==> src/rtl/uart_tx_frame.sv <==
// -----------------------------------------------------------------------------
// uart_tx_frame
//
// Parametrised UART transmitter. Serialises DATA_BITS-wide words LSB first as
//   start(0) | data | [parity] | STOP_BITS x stop(1)
// with every bit held for exactly CLK_DIV clock cycles. Words are accepted on
// a rising edge where trig && ready.
//
// Optional feature macro: UART_TX_FIFO_EN
//   undefined : ready = FSM idle; a word is accepted and its start bit begins
//               on the same edge. Back-to-back frames are separated by one
//               idle-high clock.
//   defined   : a FIFO_DEPTH-entry FIFO sits in front of the FSM; ready = FIFO
//               not full. Queued words are sent back-to-back with no gap.
//
// Parameters
//   CLK_DIV    clock cycles per serial bit (2..65535)
//   DATA_BITS  data bits per frame (5..9)
//   PARITY     0 = none, 1 = odd, 2 = even
//   STOP_BITS  1 or 2
//   FIFO_DEPTH FIFO entries, power of 2 >= 2 (FIFO build only)
//
// Ports
//   clk           in   clock, all state updates on the rising edge
//   rst           in   asynchronous active-low reset
//   trig          in   producer request
//   data_to_send  in   word sampled on accept
//   ready         out  block can accept a word this cycle
//   tx            out  registered serial line, idle high
//   busy          out  frame in progress or buffered data pending
// -----------------------------------------------------------------------------
module uart_tx_frame #(
  parameter int unsigned CLK_DIV    = 16,
  parameter int unsigned DATA_BITS  = 8,
  parameter int unsigned PARITY     = 0,
  parameter int unsigned STOP_BITS  = 1,
  parameter int unsigned FIFO_DEPTH = 4
) (
  input  logic                 clk,
  input  logic                 rst,
  input  logic                 trig,
  input  logic [DATA_BITS-1:0] data_to_send,
  output logic                 ready,
  output logic                 tx,
  output logic                 busy
);

  localparam int unsigned      BIT_W      = $clog2(DATA_BITS);
  localparam logic [15:0]      BAUD_LOAD  = 16'(CLK_DIV - 1);
  localparam logic [BIT_W-1:0] LAST_DATA  = BIT_W'(DATA_BITS - 1);
  localparam logic [BIT_W-1:0] LAST_STOP  = BIT_W'(STOP_BITS - 1);
  localparam bit               HAS_PARITY = (PARITY != 0);
  localparam logic             ODD_PARITY = (PARITY == 1);

  typedef enum logic [2:0] {IDLE, START, DATA, PAR, STOP} state_t;

  state_t               state_q, state_d;
  logic [15:0]          baud_q, baud_d;
  logic [BIT_W-1:0]     bit_q, bit_d;     // data-bit index in DATA, stop-bit index in STOP
  logic [DATA_BITS-1:0] shift_q, shift_d;
  logic                 par_q, par_d;     // parity captured at load; the shifter is consumed
  logic                 tx_q, tx_d;

  logic                 word_avail;       // a word can start a frame this cycle
  logic [DATA_BITS-1:0] word;             // word that would be loaded
  logic                 load;             // frame starts on this edge (also the FIFO pop)
  logic                 bit_done;

  // ---------------------------------------------------------------------------
  // Word source
  // ---------------------------------------------------------------------------
`ifdef UART_TX_FIFO_EN
  localparam int unsigned PTR_W = $clog2(FIFO_DEPTH);

  logic [DATA_BITS-1:0] mem [FIFO_DEPTH];
  logic [PTR_W:0]       wr_q, rd_q;       // extra MSB tells full from empty
  logic                 empty, full, push;

  assign empty = (wr_q == rd_q);
  assign full  = (wr_q[PTR_W] != rd_q[PTR_W]) &&
                 (wr_q[PTR_W-1:0] == rd_q[PTR_W-1:0]);
  assign push  = trig && !full;

  // NOTE: storage has no reset; only the pointers define what is valid, and
  // leaving the array out of the reset keeps it mappable to plain RAM/flops.
  always_ff @(posedge clk) begin
    if (push) mem[wr_q[PTR_W-1:0]] <= data_to_send;
  end

  always_ff @(posedge clk or negedge rst) begin
    if (!rst) begin
      wr_q <= '0;
      rd_q <= '0;
    end else begin
      if (push) wr_q <= wr_q + (PTR_W+1)'(1);
      if (load) rd_q <= rd_q + (PTR_W+1)'(1);
    end
  end

  assign word_avail = !empty;
  assign word       = mem[rd_q[PTR_W-1:0]];
  assign ready      = !full;
  assign busy       = (state_q != IDLE) || !empty;
`else
  // Without buffering the accept edge is the load edge, so trig is only
  // honoured while the FSM is idle.
  assign word_avail = trig;
  assign word       = data_to_send;
  assign ready      = (state_q == IDLE);
  assign busy       = (state_q != IDLE);
`endif

  // ---------------------------------------------------------------------------
  // Frame FSM: state register
  // ---------------------------------------------------------------------------
  // NOTE: every register here uses non-blocking assignment so all of them
  // update together from values sampled before the edge.
  always_ff @(posedge clk or negedge rst) begin
    if (!rst) begin
      state_q <= IDLE;
      baud_q  <= '0;
      bit_q   <= '0;
      shift_q <= '0;
      par_q   <= 1'b0;
      tx_q    <= 1'b1;
    end else begin
      state_q <= state_d;
      baud_q  <= baud_d;
      bit_q   <= bit_d;
      shift_q <= shift_d;
      par_q   <= par_d;
      tx_q    <= tx_d;
    end
  end

  // ---------------------------------------------------------------------------
  // Frame FSM: next state and next tx level
  // tx_d is the level for the bit that begins on the coming edge, which keeps
  // the line registered without adding a cycle of latency.
  // ---------------------------------------------------------------------------
  always_comb begin
    // NOTE: every output of this block gets a default first, so no path can
    // leave one unassigned and infer a latch.
    state_d  = state_q;
    baud_d   = baud_q;
    bit_d    = bit_q;
    shift_d  = shift_q;
    par_d    = par_q;
    tx_d     = tx_q;
    load     = 1'b0;
    bit_done = (baud_q == '0);

    if (state_q != IDLE && !bit_done) baud_d = baud_q - 16'd1;

    unique case (state_q)
      IDLE: begin
        tx_d = 1'b1;
        load = word_avail;
      end

      START: begin
        if (bit_done) begin
          state_d = DATA;
          baud_d  = BAUD_LOAD;
          bit_d   = '0;
          tx_d    = shift_q[0];
        end
      end

      DATA: begin
        if (bit_done) begin
          baud_d  = BAUD_LOAD;
          shift_d = shift_q >> 1;
          if (bit_q == LAST_DATA) begin
            bit_d = '0;
            if (HAS_PARITY) begin
              state_d = PAR;
              tx_d    = par_q;
            end else begin
              state_d = STOP;
              tx_d    = 1'b1;
            end
          end else begin
            bit_d = bit_q + 1'b1;
            tx_d  = shift_q[1];
          end
        end
      end

      PAR: begin
        if (bit_done) begin
          state_d = STOP;
          baud_d  = BAUD_LOAD;
          bit_d   = '0;
          tx_d    = 1'b1;
        end
      end

      STOP: begin
        tx_d = 1'b1;
        if (bit_done) begin
          if (bit_q == LAST_STOP) begin
`ifdef UART_TX_FIFO_EN
            // Chain straight into the next start bit: zero-gap streaming.
            load = word_avail;
`endif
            if (!load) begin
              state_d = IDLE;
              baud_d  = '0;
              bit_d   = '0;
            end
          end else begin
            bit_d  = bit_q + 1'b1;
            baud_d = BAUD_LOAD;
          end
        end
      end

      default: begin
        state_d = IDLE;
        tx_d    = 1'b1;
      end
    endcase

    // Common frame start from IDLE (or from STOP when buffered words wait).
    if (load) begin
      state_d = START;
      baud_d  = BAUD_LOAD;
      bit_d   = '0;
      shift_d = word;
      par_d   = (^word) ^ ODD_PARITY;
      tx_d    = 1'b0;
    end
  end

  assign tx = tx_q;

endmodule

==> config.mk <==
export PLATFORM = sky130hd
export DESIGN_NAME = uart_tx_frame
export DESIGN_NICKNAME = d
export VERILOG_FILES = /design/src/rtl/uart_tx_frame.sv
export SDC_FILE = /design/constraint.sdc
export NUM_CORES = 1
export LEC_CHECK = 0
export BUFFER_PORTS_ARGS = -buffer_cell sky130_fd_sc_hd__buf_4
export CELL_PAD_IN_SITES_DETAIL_PLACEMENT = 0
export CELL_PAD_IN_SITES_GLOBAL_PLACEMENT = 1
export CORE_MARGIN = 4
export CORE_UTILIZATION = 46
export DETAILED_ROUTE_END_ITERATION = 10
export PLACE_DENSITY_LB_ADDON = 0.1
export RECOVER_POWER = 100
export SYNTH_ARGS = -nofsm -noshare
export SYNTH_HDL_FRONTEND = slang
export SYNTH_SLANG_ARGS = --single-unit
==> constraint.sdc <==
create_clock -name clk -period 2.95 [get_ports clk]
set_clock_uncertainty 0.15 [all_clocks]
set_input_delay 0.59 -clock clk [delete_from_list [all_inputs] [get_ports clk]]
set_output_delay 0.59 -clock clk [all_outputs]
set_load 0.05 [all_outputs]
==> Yosys cells after proc, flatten, opt, wreduce, memory -nomap -nowiden <==
Index checks and enable logic that the tools add are counted.
{ "word_totals": {"reg_bits": 31, "out_inout_bits": 3, "wordCells": 66} }
{ "op_classes": {"add_sub_neg": 2, "n_eq_ne": 13, "mux": 31, "reduce_logical": 15} }
{ "ops": {"columns": ["cell", "count"], "rows": [
  ["two-way mux 16 bit", 4],
  ["two-way mux 3 bit", 13],
  ["one-hot mux 16 bit (2 select lines)", 1],
  ["two-way mux 8 bit", 3],
  ["!= test 3 bit (second input constant)", 6],
  ["zero test 16 bit", 1],
  ["subtractor 16 x 1 -> 16 bit (second input constant)", 1],
  ["one-hot mux 3 bit (5 select lines)", 1],
  ["one-hot mux 3 bit (3 select lines)", 1],
  ["AND reduction 7 bit", 1],
  ["== test 3 x 2 -> 1 bit (second input constant)", 2],
  ["== test 3 bit (second input constant)", 2],
  ["zero test 3 bit", 2],
  ["two-way mux 1 bit", 6],
  ["two-way mux 4 bit", 1],
  ["AND reduction 4 bit", 1],
  ["nonzero test 2 bit", 2],
  ["nonzero test 4 bit", 1],
  ["adder 3 x 1 -> 3 bit (second input constant)", 1],
  ["== test 3 x 1 -> 1 bit (second input constant)", 1],
  ["!= test 3 x 1 -> 1 bit (second input constant)", 1],
  ["one-hot mux 1 bit (3 select lines)", 1],
  ["AND reduction 3 bit", 1],
  ["nonzero test 3 bit", 1],
  ["other kinds (6)", 6]
]} }

==> Logic depth before layout (Yosys ltp) <==
{ "logic_depth": {"ltp_word": 7, "depth_mapped": 8} }

==> Worst setup path after synthesis <==
OpenSTA, ideal clock, no wires.
{ "synth_path": {"path_type": "register to register", "from": "register state_q[0]", "to": "register baud_q[2]", "arrival_time_ps": 2990, "slack_ps": -276, "path_stages_with_launch": 7, "period_less_slack_ps": 3226, "path_cell_list": "dfrtp_1 -> nor3_1 -> inv_1 -> and2_1 -> nand2_1 -> o311ai_0 -> o211ai_1"} }
{ "synth_via": {"word_cells_on_any_way": 14} }
{ "synth_rtl": {"columns": ["item", "line", "source"], "rows": [
  ["from (decl)", "57", "state_t state_q, state_d;"],
  ["from (signal assigned)", "127", "state_q <= state_d;"],
  ["zero test 3 bit", null, null],
  ["net ready", "43", "output logic ready,"],
  ["two-way mux 1 bit", "155", "unique case (state_q)"],
  ["two-way mux 16 bit", "226", "if (load) begin"],
  ["net baud_d[2]", "58", "logic [15:0] baud_q, baud_d;"],
  ["to (signal assigned)", "128", "baud_q <= baud_d;"],
  ["to (decl)", "58", null]
]} }
The timed path passes the listed nets, and every way through them passes these cells.
A chain may end at the register's enable or synchronous reset.

==> Worst setup path in the final report <==
{ "layout_path": {"from": "register baud_q[0]", "to": "register baud_q[8]"} }
{ "layout_via": {"elab_chain_cells": 7, "word_cells_on_any_way": 9} }
{ "layout_rtl": {"columns": ["item", "line"], "rows": [
  ["parallel branches: the longest is 5 deep, another holds subtractor 16 x 1 -> 16 bit", null],
  ["one-hot mux 16 bit (2 select lines) (*)", "155"],
  ["two-way mux 16 bit (*)", "226"],
  ["net baud_d[8]", "58"]
]} }
Mark *: on every way through the listed nets, which the timed path passes.

==> qor_table.md <==
| Metric | This run |
| --- | --- |
| Num Clock Sinks | 31 |
| Max Freq | 385.5 MHz |
| Count leader, synth | dfrtp_1 |
| Vias after detailed routing | 1526 |
| Wire length of the first global-routing pass | 6637 µm |
| Area enclosed by the die boundary | 5040 µm² |
| Number of I/O pins | 14 |
| Maximum resistive drop on vdd | 382.7 µV |
| Comb power frac | 0.456 |
| Worst hold path endpoint | shift_q[0]$_DFFE_PN0P_ |
| Utilization after layout | 0.5445 |
| Power per cell area | 1017 nW/µm² |
| Instance count along the most critical hold path | 3 |
| Net total in the final layout | 230 |
| Net Switching | 933.0 µW |
| Via-per-instance ratio | 5.802 |
| Data required time of the worst path | 2.96 ns |
| Clock-pin slew on the worst setup and hold paths | 0.07 ns |
| Mapped Area | 1826 µm² |
| Initial standard-cell utilization of the core | 0.4876 |
| Worst setup SP type | flip-flop |
| Routed wire length per instance | 14.94 µm |
| Via count of the first global-routing pass | 1447 |
| Number of warning messages in the yosys log | 0 |
| Run status | finished, violations left |
| Number of instances resized during post-cts repair | 0 |
| Total of hold buffers inserted after clock tree synthesis | 0 |
| Worst slew margin relative to its limit | -0.1289 |
| Final sum of negative setup slack | 0 ns |
| Maximum net fanout on the critical path | 12 |
| Area share of the largest cell type after synthesis | 0.4112 |
| Port-buffer cells | 13 |
| Register-to-register setup slack | 0.36 ns |
| Startpoint of the most critical hold path | data_to_send[0] |
| Depth of the worst register-to-register path | 8 |
| Distinct cells, synth | 44 |
| Worst hold path type | in -> reg |
| Master cell of the clock root buffer | clkbuf_8 |
| FF+latch count, synth | 31 |
| Smallest hold slack | 0.3573 ns |
| Part of the total power dissipated in sequential elements | 0.384 |
| Core box area | 3744 µm² |
| Worst setup timing slack at the placement stage | 0.4650 ns |
| Synth top cells by count | dfrtp_1, nor2_1, nand2_1, o21ai_0, mux2i_1 |
| Leading area contributor after synthesis | dfrtp_1 |
| Cells taking the most area after synthesis | dfrtp_1, mux2i_1, nor2_1 |
| Final Wtd Congestion | 0.8645 |
| Final max-slew violation count | 32 |
| Final setup violation count | 0 |
| Power Internal | 1.139 mW |
| Num CTS Buffers | 5 |
| Smallest setup slack after layout | 0.3558 ns |
| Leakage power total | 0.8836 nW |
| Total wire length after detailed routing | 3928 µm |
| CTS Buffer Depth | 2 |
| Global-route usage over all layers | 0.1690 |
| Initial antenna violation count | 0 |
| Die height | 71.00 µm |
| Clock latency on the worst-skew pair | 0.29 ns |
| Post-Syn Instances | 198 |
| Worst Max-Slew Pin Slew | 1.693 ns |
| Synth Flop Type | dfrtp_1 |
| Switching Share | 0.4502 |
| Number of search-and-repair iterations in the first detailed-routing pass | 4 |
| # DRC | 0 |
| Biggest cell delay along the critical path | 0.43 ns |
| Cell breakdown of the critical path | inv_1, ha_1, nor3b_1, nand3_1, o31a_1, a21oi_4, clkbuf_2, nor2_1 |
| Initial drt markers | 131 |
| Number of synthesized flops with an enable pin | 0 |
| Chip width | 71.00 µm |
| Sequential fraction of the synthesis area | 0.4256 |
| Count of buffers added by post-CTS timing repair for setup | 0 |
| Final Hold Fails | 0 |
| Antenna fix cells | 0 |
| Fraction of registers with async set/reset | 1.000 |
| Pin count of the biggest net entering global routing | 32 |
| Number of buffers and inverters on the critical path | 2 |
| Worst reg2reg endpoint | baud_q[8]$_DFF_PN0_ |
| Share of the clock period used by the worst path | 0.8794 |
| Total power draw | 2.072 mW |
| Kind of end point of the critical path | flip-flop |
| Count of maximum capacitance violations | 1 |
| DRT antenna net count | 0 |
| Critical Path Slowest Stage Cell | dfrtp_1 |
| Number of cell rows | 22 |
| Portion of total power attributed to the clock network | 0.160 |
| Family with the most delay on the worst path | simple AND/OR/NAND/NOR gates |
| Clock tree from TritonCTS | done |
| Fraction of final layout cells with drive strength greater than 1 | 0.1442 |
| Number of H-tree levels | 2 |
| Post-Synthesis Net Count | 214 |
| Gr ovfl total | 0 |
| Mean area per synthesized cell | 9.220 µm² |
| Placed wire-length estimate | 2882 µm |
| Kind of critical path | reg -> reg |
| Growth of design area from synthesis to finish | 11.65% |
| RSZ-0062 raised after global routing | no |
| Worst R2R Start | baud_q[0]$_DFF_PN0_ |
| Post-layout min period | 2.594 ns |
| Worst Path Arrival | 2.60 ns |
| Failing checks | capacitance limit, slew limit |
## worst max path at each step
stage | to | startpoint | slack (ns) | cells past startpoint
floorplan | baud_q[2]$_DFF_PN0_ | state_q[0]$_DFFE_PN0P_ | 0.39 | 6
detailed placement | bit_q[1]$_DFFE_PN0P_ | baud_q[0]$_DFF_PN0_ | 0.47 | 7
global route | baud_q[8]$_DFF_PN0_ | baud_q[0]$_DFF_PN0_ | 0.15 | 8
finish | baud_q[8]$_DFF_PN0_ | baud_q[0]$_DFF_PN0_ | 0.36 | 8
global placement | bit_q[2]$_DFFE_PN0P_ | baud_q[0]$_DFF_PN0_ | 0.54 | 7
CTS | bit_q[1]$_DFFE_PN0P_ | baud_q[0]$_DFF_PN0_ | 0.46 | 7
## registers in the layout (all words and copies together), names as in the netlist
register  count
baud_q       16
bit_q         3
shift_q       8
tx            1
state_q       3
## per-stage QoR
stage	std cells	instance area, µm²
floorplan	198	1831
global placement	255	1972
detailed placement	255	1972
CTS	263	2061
global route	263	2038
finish	263	2038
## logic make-up (layout without fill, tap and decap cells)
| group | count (synthesis) | after routing | synth area share |
|---|---|---|---|
| xor+xnor | 5 | 5 | 0.02399 |
| mux | 14 | 14 | 0.07814 |
| compound gates | 37 | 37 | 0.1316 |
| flops | 31 | 31 | 0.4256 |
| simple gates | 92 | 92 | 0.2728 |
| fa+ha+maj | 5 | 5 | 0.03427 |
| buf+inv | 14 | 31 | 0.03358 |
## worst register-to-register path, stage by stage, from the launching register on
cell      delay (ns)
dfrtp_1         0.43
inv_1           0.12
ha_1            0.19
nor3b_1         0.43
nand3_1         0.23
o31a_1          0.32
a21oi_4         0.17
clkbuf_2        0.31
nor2_1          0.11
## layer usage
layer,GRT usage,part of all wire
met4,0.06263,0.020
met2,0.2739,0.48
met3,0.05114,0.045
met1,0.2127,0.46
met5,0,0
## power by group through the flow
stage          logic (mW)  clock network [mW]  registers [mW]
4_1_cts             0.971               0.339           0.797
6_report            0.946               0.331           0.796
3_5_place_dp        0.964                   0           0.804
5_1_grt              1.06               0.356           0.820
3_3_place_gp        0.942                   0           0.793
2_1_floorplan       0.745                   0           0.777
## final cells by class
| class | count | area [µm²] |
|---|---|---|
| clock buffer | 5 | 68.82 |
| clock inverter | 3 | 20.02 |
| fill | 366 | 1705 |
| inverter | 8 | 30.03 |
| multi-input combinational | 153 | 982.2 |
| sequential | 31 | 777.0 |
| tap | 48 | 60.06 |
| timing repair buffer | 15 | 100.1 |
## layout by cell type, fill, tap and decap left out, drive strengths merged, types with 5 or more instances in the layout
cell type / n
nor3: 9
or3: 5
buf: 11
clkbuf: 9
dfrtp: 30
nor2: 24
o21ai: 14
mux2i: 12
nor4: 9
nand2: 19
inv: 8
nand3: 8
ha: 5
a21oi: 9
(Power assumes the default switching activity.)
